===== config.mk =====
export PLATFORM = sky130hd
export DESIGN_NAME = spi_slave_wide
export DESIGN_NICKNAME = d
export VERILOG_FILES = /design/src/rtl/spi_pkg.sv /design/src/rtl/spi_sync_edge.sv /design/src/rtl/spi_slave_wide.sv
export SDC_FILE = /design/constraint.sdc
export NUM_CORES = 1
export LEC_CHECK = 0
export BUFFER_PORTS_ARGS = -buffer_cell sky130_fd_sc_hd__clkbuf_2
export CORE_AREA = 8 8 55 103
export DETAILED_ROUTE_END_ITERATION = 6
export DIE_AREA = 0 0 63 111
export SKIP_CTS_REPAIR_TIMING = 1
export SYNTH_ARGS = -nofsm -noshare
export SYNTH_HDL_FRONTEND = slang
export SYNTH_SLANG_ARGS = --single-unit

===== constraint.sdc =====
create_clock -name clk -period 2.05 [get_ports clk]
set_clock_uncertainty 0.15 [all_clocks]
set_input_delay 0.1025 -clock clk [delete_from_list [all_inputs] [get_ports clk]]
set_output_delay 0.1025 -clock clk [all_outputs]
set_load 0.01 [all_outputs]

===== src/rtl/spi_pkg.sv =====
// Shared constants and helpers for the wide SPI slave.
// Mode encoding is {CPOL, CPHA}.
package spi_pkg;

    localparam logic [1:0] SPI_MODE0 = 2'b00;
    localparam logic [1:0] SPI_MODE1 = 2'b01;
    localparam logic [1:0] SPI_MODE2 = 2'b10;
    localparam logic [1:0] SPI_MODE3 = 2'b11;

    localparam int unsigned SPI_SYNC_STAGES_DEF = 2;

    // Never returns less than 1, so a counter always has at least one bit.
    function automatic int unsigned clog2(input int unsigned value);
        int unsigned res;
        int unsigned rem;
        res = 0;
        rem = value - 1;
        while (rem > 0) begin
            res = res + 1;
            rem = rem >> 1;
        end
        return (res == 0) ? 1 : res;
    endfunction

endpackage


===== src/rtl/spi_sync_edge.sv =====
// N-stage synchroniser for one asynchronous pin, followed by a registered edge
// detector. level, rise and fall all appear STAGES+1 cycles after the pin changes.
module spi_sync_edge #(
    parameter int unsigned STAGES  = 2,
    parameter logic        RST_VAL = 1'b0
) (
    input  logic clk,
    input  logic rst_n,
    input  logic d_i,
    output logic level_o,
    output logic rise_o,
    output logic fall_o
);

    logic [STAGES-1:0] sync_q;
    logic              prev_q;
    logic              rise_q;
    logic              fall_q;

    always_ff @(posedge clk or negedge rst_n) begin
        if (!rst_n) begin
            sync_q <= {STAGES{RST_VAL}};
            prev_q <= RST_VAL;
            rise_q <= 1'b0;
            fall_q <= 1'b0;
        end else begin
            sync_q <= {sync_q[STAGES-2:0], d_i};
            prev_q <= sync_q[STAGES-1];
            rise_q <= sync_q[STAGES-1] & ~prev_q;
            fall_q <= ~sync_q[STAGES-1] & prev_q;
        end
    end

    assign level_o = prev_q;
    assign rise_o  = rise_q;
    assign fall_o  = fall_q;

endmodule


===== src/rtl/spi_slave_wide.sv =====
// SPI slave with configurable word width, CPOL/CPHA mode and bit order, and a
// single-entry TX holding register with valid/ready handshake and underrun flag.
module spi_slave_wide
    import spi_pkg::*;
#(
    parameter int unsigned DATA_W      = 8,
    parameter bit          CPOL        = 1'b0,
    parameter bit          CPHA        = 1'b0,
    parameter bit          MSB_FIRST   = 1'b1,
    parameter int unsigned SYNC_STAGES = SPI_SYNC_STAGES_DEF
) (
    input  logic              clk,
    input  logic              rst_n,
    input  logic              sck,
    input  logic              mosi,
    input  logic              ssel,
    output logic              miso,
    output logic              rx_valid,
    output logic [DATA_W-1:0] rx_data,
    input  logic              tx_valid,
    output logic              tx_ready,
    input  logic [DATA_W-1:0] tx_data,
    output logic              tx_underrun,
    output logic              busy
);

    localparam int unsigned       CNT_W = clog2(DATA_W);
    localparam logic [CNT_W-1:0]  LAST  = CNT_W'(DATA_W - 1);
    localparam logic [1:0]        MODE  = {CPOL, CPHA};

    logic sck_lvl, sck_rise, sck_fall;
    logic mosi_lvl, mosi_rise, mosi_fall;
    logic ssel_lvl, ssel_rise, ssel_fall;

    spi_sync_edge #(.STAGES(SYNC_STAGES), .RST_VAL(CPOL)) u_sync_sck (
        .clk(clk), .rst_n(rst_n), .d_i(sck),
        .level_o(sck_lvl), .rise_o(sck_rise), .fall_o(sck_fall)
    );

    spi_sync_edge #(.STAGES(SYNC_STAGES), .RST_VAL(1'b0)) u_sync_mosi (
        .clk(clk), .rst_n(rst_n), .d_i(mosi),
        .level_o(mosi_lvl), .rise_o(mosi_rise), .fall_o(mosi_fall)
    );

    spi_sync_edge #(.STAGES(SYNC_STAGES), .RST_VAL(1'b1)) u_sync_ssel (
        .clk(clk), .rst_n(rst_n), .d_i(ssel),
        .level_o(ssel_lvl), .rise_o(ssel_rise), .fall_o(ssel_fall)
    );

    logic unused_sync;
    assign unused_sync = &{1'b0, sck_lvl, mosi_rise, mosi_fall, ssel_rise};

    logic lead_e, trail_e, sample_e, shift_e, selected, load_e, accept;

    assign lead_e   = (MODE == SPI_MODE0 || MODE == SPI_MODE1) ? sck_rise : sck_fall;
    assign trail_e  = (MODE == SPI_MODE0 || MODE == SPI_MODE1) ? sck_fall : sck_rise;
    assign sample_e = CPHA ? trail_e : lead_e;
    assign shift_e  = CPHA ? lead_e : trail_e;
    assign selected = ~ssel_lvl;

    logic [CNT_W-1:0]  cnt_q, cnt_d;
    logic [DATA_W-1:0] rx_sh_q, rx_sh_d;
    logic [DATA_W-1:0] rx_data_q, rx_data_d;
    logic              rx_valid_q, rx_valid_d;
    logic [DATA_W-1:0] tx_sh_q, tx_sh_d;
    logic [DATA_W-1:0] hold_q, hold_d;
    logic              hold_full_q, hold_full_d;
    logic              und_q, und_d;

    // Shift edges only arrive with cnt_q==0 once a word has wrapped, so the
    // same test covers CPHA=0 word boundaries and the CPHA=1 first edge.
    assign load_e = selected & (((CPHA == 1'b0) & ssel_fall) | (shift_e & (cnt_q == '0)));
    assign accept = tx_valid & ~hold_full_q;

    always_comb begin
        cnt_d       = cnt_q;
        rx_sh_d     = rx_sh_q;
        rx_data_d   = rx_data_q;
        rx_valid_d  = 1'b0;
        tx_sh_d     = tx_sh_q;
        hold_d      = hold_q;
        hold_full_d = hold_full_q;
        und_d       = 1'b0;

        if (!selected) begin
            cnt_d   = '0;
            rx_sh_d = '0;
            tx_sh_d = '0;
        end else begin
            if (sample_e) begin
                rx_sh_d = MSB_FIRST ? {rx_sh_q[DATA_W-2:0], mosi_lvl}
                                    : {mosi_lvl, rx_sh_q[DATA_W-1:1]};
                if (cnt_q == LAST) begin
                    cnt_d      = '0;
                    rx_valid_d = 1'b1;
                    rx_data_d  = rx_sh_d;
                end else begin
                    cnt_d = cnt_q + CNT_W'(1);
                end
            end

            if (load_e) begin
                if (hold_full_q) begin
                    tx_sh_d     = hold_q;
                    hold_full_d = 1'b0;
                end else begin
                    tx_sh_d = '0;
                    und_d   = 1'b1;
                end
            end else if (shift_e) begin
                tx_sh_d = MSB_FIRST ? {tx_sh_q[DATA_W-2:0], 1'b0}
                                    : {1'b0, tx_sh_q[DATA_W-1:1]};
            end
        end

        // Applied after the word load so the old entry is consumed first.
        if (accept) begin
            hold_d      = tx_data;
            hold_full_d = 1'b1;
        end
    end

    always_ff @(posedge clk or negedge rst_n) begin
        if (!rst_n) begin
            cnt_q       <= '0;
            rx_sh_q     <= '0;
            rx_data_q   <= '0;
            rx_valid_q  <= 1'b0;
            tx_sh_q     <= '0;
            hold_q      <= '0;
            hold_full_q <= 1'b0;
            und_q       <= 1'b0;
        end else begin
            cnt_q       <= cnt_d;
            rx_sh_q     <= rx_sh_d;
            rx_data_q   <= rx_data_d;
            rx_valid_q  <= rx_valid_d;
            tx_sh_q     <= tx_sh_d;
            hold_q      <= hold_d;
            hold_full_q <= hold_full_d;
            und_q       <= und_d;
        end
    end

    assign miso        = selected & (MSB_FIRST ? tx_sh_q[DATA_W-1] : tx_sh_q[0]);
    assign rx_valid    = rx_valid_q;
    assign rx_data     = rx_data_q;
    assign tx_ready    = ~hold_full_q;
    assign tx_underrun = und_q;
    assign busy        = selected;

endmodule


Word level (Yosys, flattened, before mapping)
Cells that the tools add are included.
{"block": "word_totals", "ff_bits": 49, "wordCells": 57}
{"block": "op_classes", "add_sub_neg": 1, "eq_ne": 2, "muxes": 18, "n_bitwise": 13, "reduce_logical": 6}
{"cell": "2-to-1 mux 8 bit", "count": 4}
{"cell": "2-to-1 mux 7 bit", "count": 2}
{"cell": "2-to-1 mux 1 bit", "count": 9}
{"cell": "2-to-1 mux 3 bit", "count": 3}
{"cell": "AND 1 bit", "count": 7}
{"cell": "NOT 1 bit", "count": 5}
{"cell": "nonzero test 2 bit", "count": 2}
{"cell": "adder 3 x 1 -> 3 bit, second input constant", "count": 1}
{"cell": "== test 3 bit, second input constant", "count": 1}
{"cell": "logical NOT 3 bit", "count": 1}
{"cell": "AND reduction 3 bit", "count": 1}
{"cell": "nonzero test 3 bit", "count": 1}
{"cell": "!= test 2 bit, second input constant", "count": 1}
{"cell": "AND reduction 2 bit", "count": 1}
{"cell": "bitwise OR 1 bit", "count": 1}

Logic depth before layout (Yosys ltp)
{"block": "depth", "depth_word": 7, "ltp_mapped": 6, "mapped_depth_nobuf": 5}

Cells and area by module
From an unflattened synthesis, not the netlist that was laid out.
{"block": "hier_totals", "hier_cells": 143, "hier_area_um2": 2034.5}
{"mod": "spi_slave_wide", "n_inst": 1, "cells_each": 122, "area_each_um2": 1610.3}
{"mod": "spi_sync_edge (u_sync_mosi ...)", "n_inst": 2, "cells_each": 7, "area_each_um2": 140.1}
{"mod": "spi_sync_edge (u_sync_ssel)", "n_inst": 1, "cells_each": 7, "area_each_um2": 143.9}

Least setup slack after synthesis
OpenSTA, ideal clock, no wires.
{"block": "synth_path", "path_type": "reg2reg", "startpoint": "reg cnt_q[0]", "endpoint": "reg tx_sh_q[1]", "setup_ps": 127, "arrival_ps": 1334, "slack_ps": 440, "stages_incl_launch_ff": 7, "n_path_buf": 1, "period_less_slack_ps": 1610, "path_cell_list": "dfrtp_1 inv_1 ha_1 nor2b_1 clkbuf_1 nor3_1 a221o_2"}
{"block": "synth_between", "elab_chain_cells": 6, "elab_cells_between_ends": 7}
{"item": "from (decl)", "line": "spi_slave_wide.sv:61", "source": "logic [CNT_W-1:0] cnt_q, cnt_d;"}
{"item": "from (signal assigned)", "line": "spi_slave_wide.sv:134", "source": "cnt_q <= cnt_d;"}
{"item": "logical NOT 3 bit (*)", "line": "spi_slave_wide.sv:72", "source": "assign load_e = selected & (((CPHA == 1'b0) & ssel_fall) | (shift_e & (cnt_q == '0)));"}
{"item": "AND 1 bit (*)", "line": "spi_slave_wide.sv:72"}
{"item": "bitwise OR 1 bit (*)", "line": "spi_slave_wide.sv:72"}
{"item": "AND 1 bit (*)", "line": "spi_slave_wide.sv:72"}
{"item": "2-to-1 mux 8 bit", "line": "spi_slave_wide.sv:102", "source": "if (load_e) begin"}
{"item": "2-to-1 mux 8 bit", "line": "spi_slave_wide.sv:85", "source": "if (!selected) begin"}
{"item": "to (signal assigned)", "line": "spi_slave_wide.sv:138", "source": "tx_sh_q <= tx_sh_d;"}
{"item": "to (decl)", "line": "spi_slave_wide.sv:65", "source": "logic [DATA_W-1:0] tx_sh_q, tx_sh_d;"}
Mark *: on every way between the ends. The rest lies on a longest branch, timed or not.
A chain may end at the register's enable or synchronous reset.

Final worst setup path
{"block": "layout_path", "startpoint": "reg cnt_q[0]", "endpoint": "reg tx_sh_q[4]"}
The elaborated chain is that of the path after synthesis.

==> metrics.csv <==
stage,metric,value,unit
yosys,syn_area,1920,um2
clock_tree,cts.sinks,49,
worst_hold_path,hold_path.class,input pin to asynchronous set/reset pin,
floorplanning,core-area,4300,um2
layout,drive_above_1_share,37.4,%
setup_path,worst_setup_path_end_kind,register,
yosys,synthSimpleGateAreaFrac,10.1,%
timing,worstMarginPinSlew,428,ps
clock_tree,cts_buffer_depth,2,
route,wl_per_cell,14.2,um
outcome,status,completed,
setup_path,worstSetupPathType,register to register,
floorplanning,die_x,63,um
yosys,syn_avg_cell_area,14.0,um2
placed_design,portBuffers,26,
setup_path,critPathMaxStageDelay,420,ps
power_and_ir_drop,comb_power_share,10.2,%
route,drc,0,
clock_tree,insertion_delay,300,ps
setup_path,cp-startpoint,cnt_q[0],
floorplanning,start_util,44.6,%
route,wirelength,3350,um
layout,layout_common_cells,"dfrtp_1 (46), clkbuf_2 (26), mux2_2 (16), nor2_1 (14), dlygate4sd3_1 (13)",
timing,holdWs,170,ps
timing,rsz0062_at_grt,false,
clock_tree,cts_tree,yes,
grt,grt_pass1_vias,1210,
setup_path,slowest_stage,dfrtp_1,
clock_tree,cts_max_level,2,
run,max_cap_viol_count,0,
timing,maxSlewHeadroom,71.4,%
timing,min_period_over_period,86.6,%
setup_path,cp-start-kind,register,
power_and_ir_drop,p_sw,0.448,mW
grt,grt_pass1_wl,5680,um
route,vias,1160,
placed_design,gp_congestion,0.697,
layout,syn2layout_area_growth,23.5,%
layout,final_core_util,55.1,%
yosys,synth_mux_area_share,14.6,%
yosys,ys_seq_elements,49,
route,antenna_left,0,
clock_tree,root_buffer,clkbuf_8,
route,drtIter0Drc,27,
power_and_ir_drop,switching_share,22.2,%
yosys,synthDistinctLibCells,22,
route,drt-vias-per-instance,4.92,
yosys,synth_fa_ha_area_share,1.96,%
power_and_ir_drop,vdd_drop_max,0.574,mV
floorplanning,io_pins,27,
setup_path,cp_data_required_time,2080,ps
layout,fin_nets,198,
power_and_ir_drop,power_frac_seq,55.3,%
yosys,netlist_instances,137,
placed_design,dp_hpwl,2450,um
yosys,synth-seq-area-share,64.2,%
layout,final_area,2370,um2
grt,overflow,0,
timing,tns,0,ps
setup_path,timing.rr.end,tx_sh_q[4],
setup_path,r2r-start,cnt_q[0],
timing,setup_viol,0,
timing,maxSlewViolCount,0,
layout,antenna-diode-count,0,
yosys,synth_compound_area_share,6.07,%
setup_path,arrival,1810,ps
yosys,syn_nets,154,
yosys,yosys_warnings,0,
setup_path,reg2reg_depth,5,
layout,fill_cells,396,
yosys,synth_top_family_by_area,multiplexers,
power_and_ir_drop,p_clk_share,34.5,%
route,dr.pass1.iters,5,
timing,post-route-min-period,1780,ps
power_and_ir_drop,power_leakage,1.14,nW
setup_path,reg2reg_slack,270,ps
setup_path,path_max_fanout,7,
grt,grt_max_degree,50,
placed_design,placed_cell_area,2120,um2
timing,hold_viol,0,
timing,max_freq,0.563,GHz
floorplanning,rows,34,
clock_tree,path_clk_slew,90,ps
grt,antenna_found_initial,0,
yosys,synthXorXnorAreaFrac,0,%
layout,final_common_cell,dfrtp_1,
power_and_ir_drop,cellPowerDensity,854,nW/um2
floorplanning,die_area,6990,um2
floorplanning,die_h,111,um
setup_path,crit_chain,inv_1 -> ha_1 -> nor2b_1 -> nor3_1 -> a221o_2,
power_and_ir_drop,internal_power,1.57,mW
clock_tree,cts_buffers,5,
grt,grt_use_total,10.4,%
[cell type report]
| cell class | instances | area (um2) | area share (%) |
|---|---|---|---|
| Clock buffer | 7 | 86.3 | 3.65 |
| Sequential cell | 49 | 1230 | 52.0 |
| Tap cell | 54 | 67.6 | 2.86 |
| Timing Repair Buffer | 43 | 303 | 12.8 |
| Inverter | 6 | 22.5 | 0.952 |
| Multi-Input combinational cell | 76 | 627 | 26.5 |
| Clock inverter | 1 | 30.0 | 1.27 |
[stage by stage]
step	power [mW]	cells	worst slack [ps]
floorplan	1.25	137	440
global placement	1.32	215	329
detailed placement	1.33	215	274
CTS	2.04	223	260
global route	2.13	236	123
finish	2.02	236	275
[sequential cells by signal, summed over array words and instances (netlist names), 2 cells and up]
signal / count
rx_data: 8
tx_sh_q: 8
u_sync_ssel.sync_q: 2
rx_sh_q: 7
hold_q: 8
u_sync_sck.sync_q: 2
cnt_q: 3
u_sync_mosi.sync_q: 2
[layer usage]
metal | track usage (%) | routed length, um | vias to the layer above
met5 | 0 | 0 | -
met4 | 6.75 | 115 | 0
met3 | 3.64 | 152 | 10
met2 | 18.3 | 1830 | 21
met1 | 9.56 | 1250 | 579
li1 | - | - | 550
[logic make-up (layout without fill, tap and decap cells)]
logic type / Yosys count / in the layout
AOI/OAI and AO/OA: 10 / 10
adders and majority gates: 3 / 3
buffers and inverters: 12 / 57
DFF: 49 / 49
muxes: 26 / 26
and+or+nand+nor: 37 / 37
[synthesized netlist by cell type]
cell type | instances | share of area (%)
mux2i_1 | 10 | 5.2
nand3b_4 | 1 | 1.0
buf_4 | 1 | 0.39
dfrtp_1 | 46 | 60
inv_1 | 6 | 1.2
nor3_1 | 7 | 1.8
nand3_2 | 1 | 0.52
clkbuf_1 | 2 | 0.39
dfstp_2 | 3 | 4.1
nand2_1 | 7 | 1.4
a221o_2 | 7 | 4.1
nor2_1 | 14 | 2.7
a22o_2 | 1 | 0.52
ha_1 | 3 | 2.0
nor2b_1 | 5 | 1.6
buf_2 | 2 | 0.52
a211oi_4 | 1 | 1.0
a211oi_1 | 1 | 0.39
nor2_4 | 1 | 0.59
mux2_2 | 16 | 9.4
buf_6 | 1 | 0.59
or2_1 | 1 | 0.33
[power by group through the flow]
stage | sequential [mW] | combinational [mW] | clock [mW]
after floorplan | 1.11 | 0.136 | 0
after global placement | 1.14 | 0.185 | 0
after detailed placement | 1.14 | 0.192 | 0
after CTS | 1.12 | 0.193 | 0.724
after global routing | 1.13 | 0.230 | 0.767
final | 1.12 | 0.207 | 0.697
[worst max-delay path: cells and delay by family (launching register included)]
| family | cells | cell delay (ps) |
|---|---|---|
| flops | 1 | 420 |
| simple gates | 2 | 510 |
| buf+inv | 1 | 70 |
| compound gates | 1 | 320 |
| fa+ha+maj | 1 | 190 |
[worst max path at each step]
stage	endpoint	slack, ps
floorplan	tx_sh_q[1]	440
global placement	tx_sh_q[2]	330
detailed placement	tx_sh_q[4]	270
CTS	tx_sh_q[4]	260
global route	tx_sh_q[4]	120
finish	tx_sh_q[4]	270
Power figures use the tool's default switching activity.
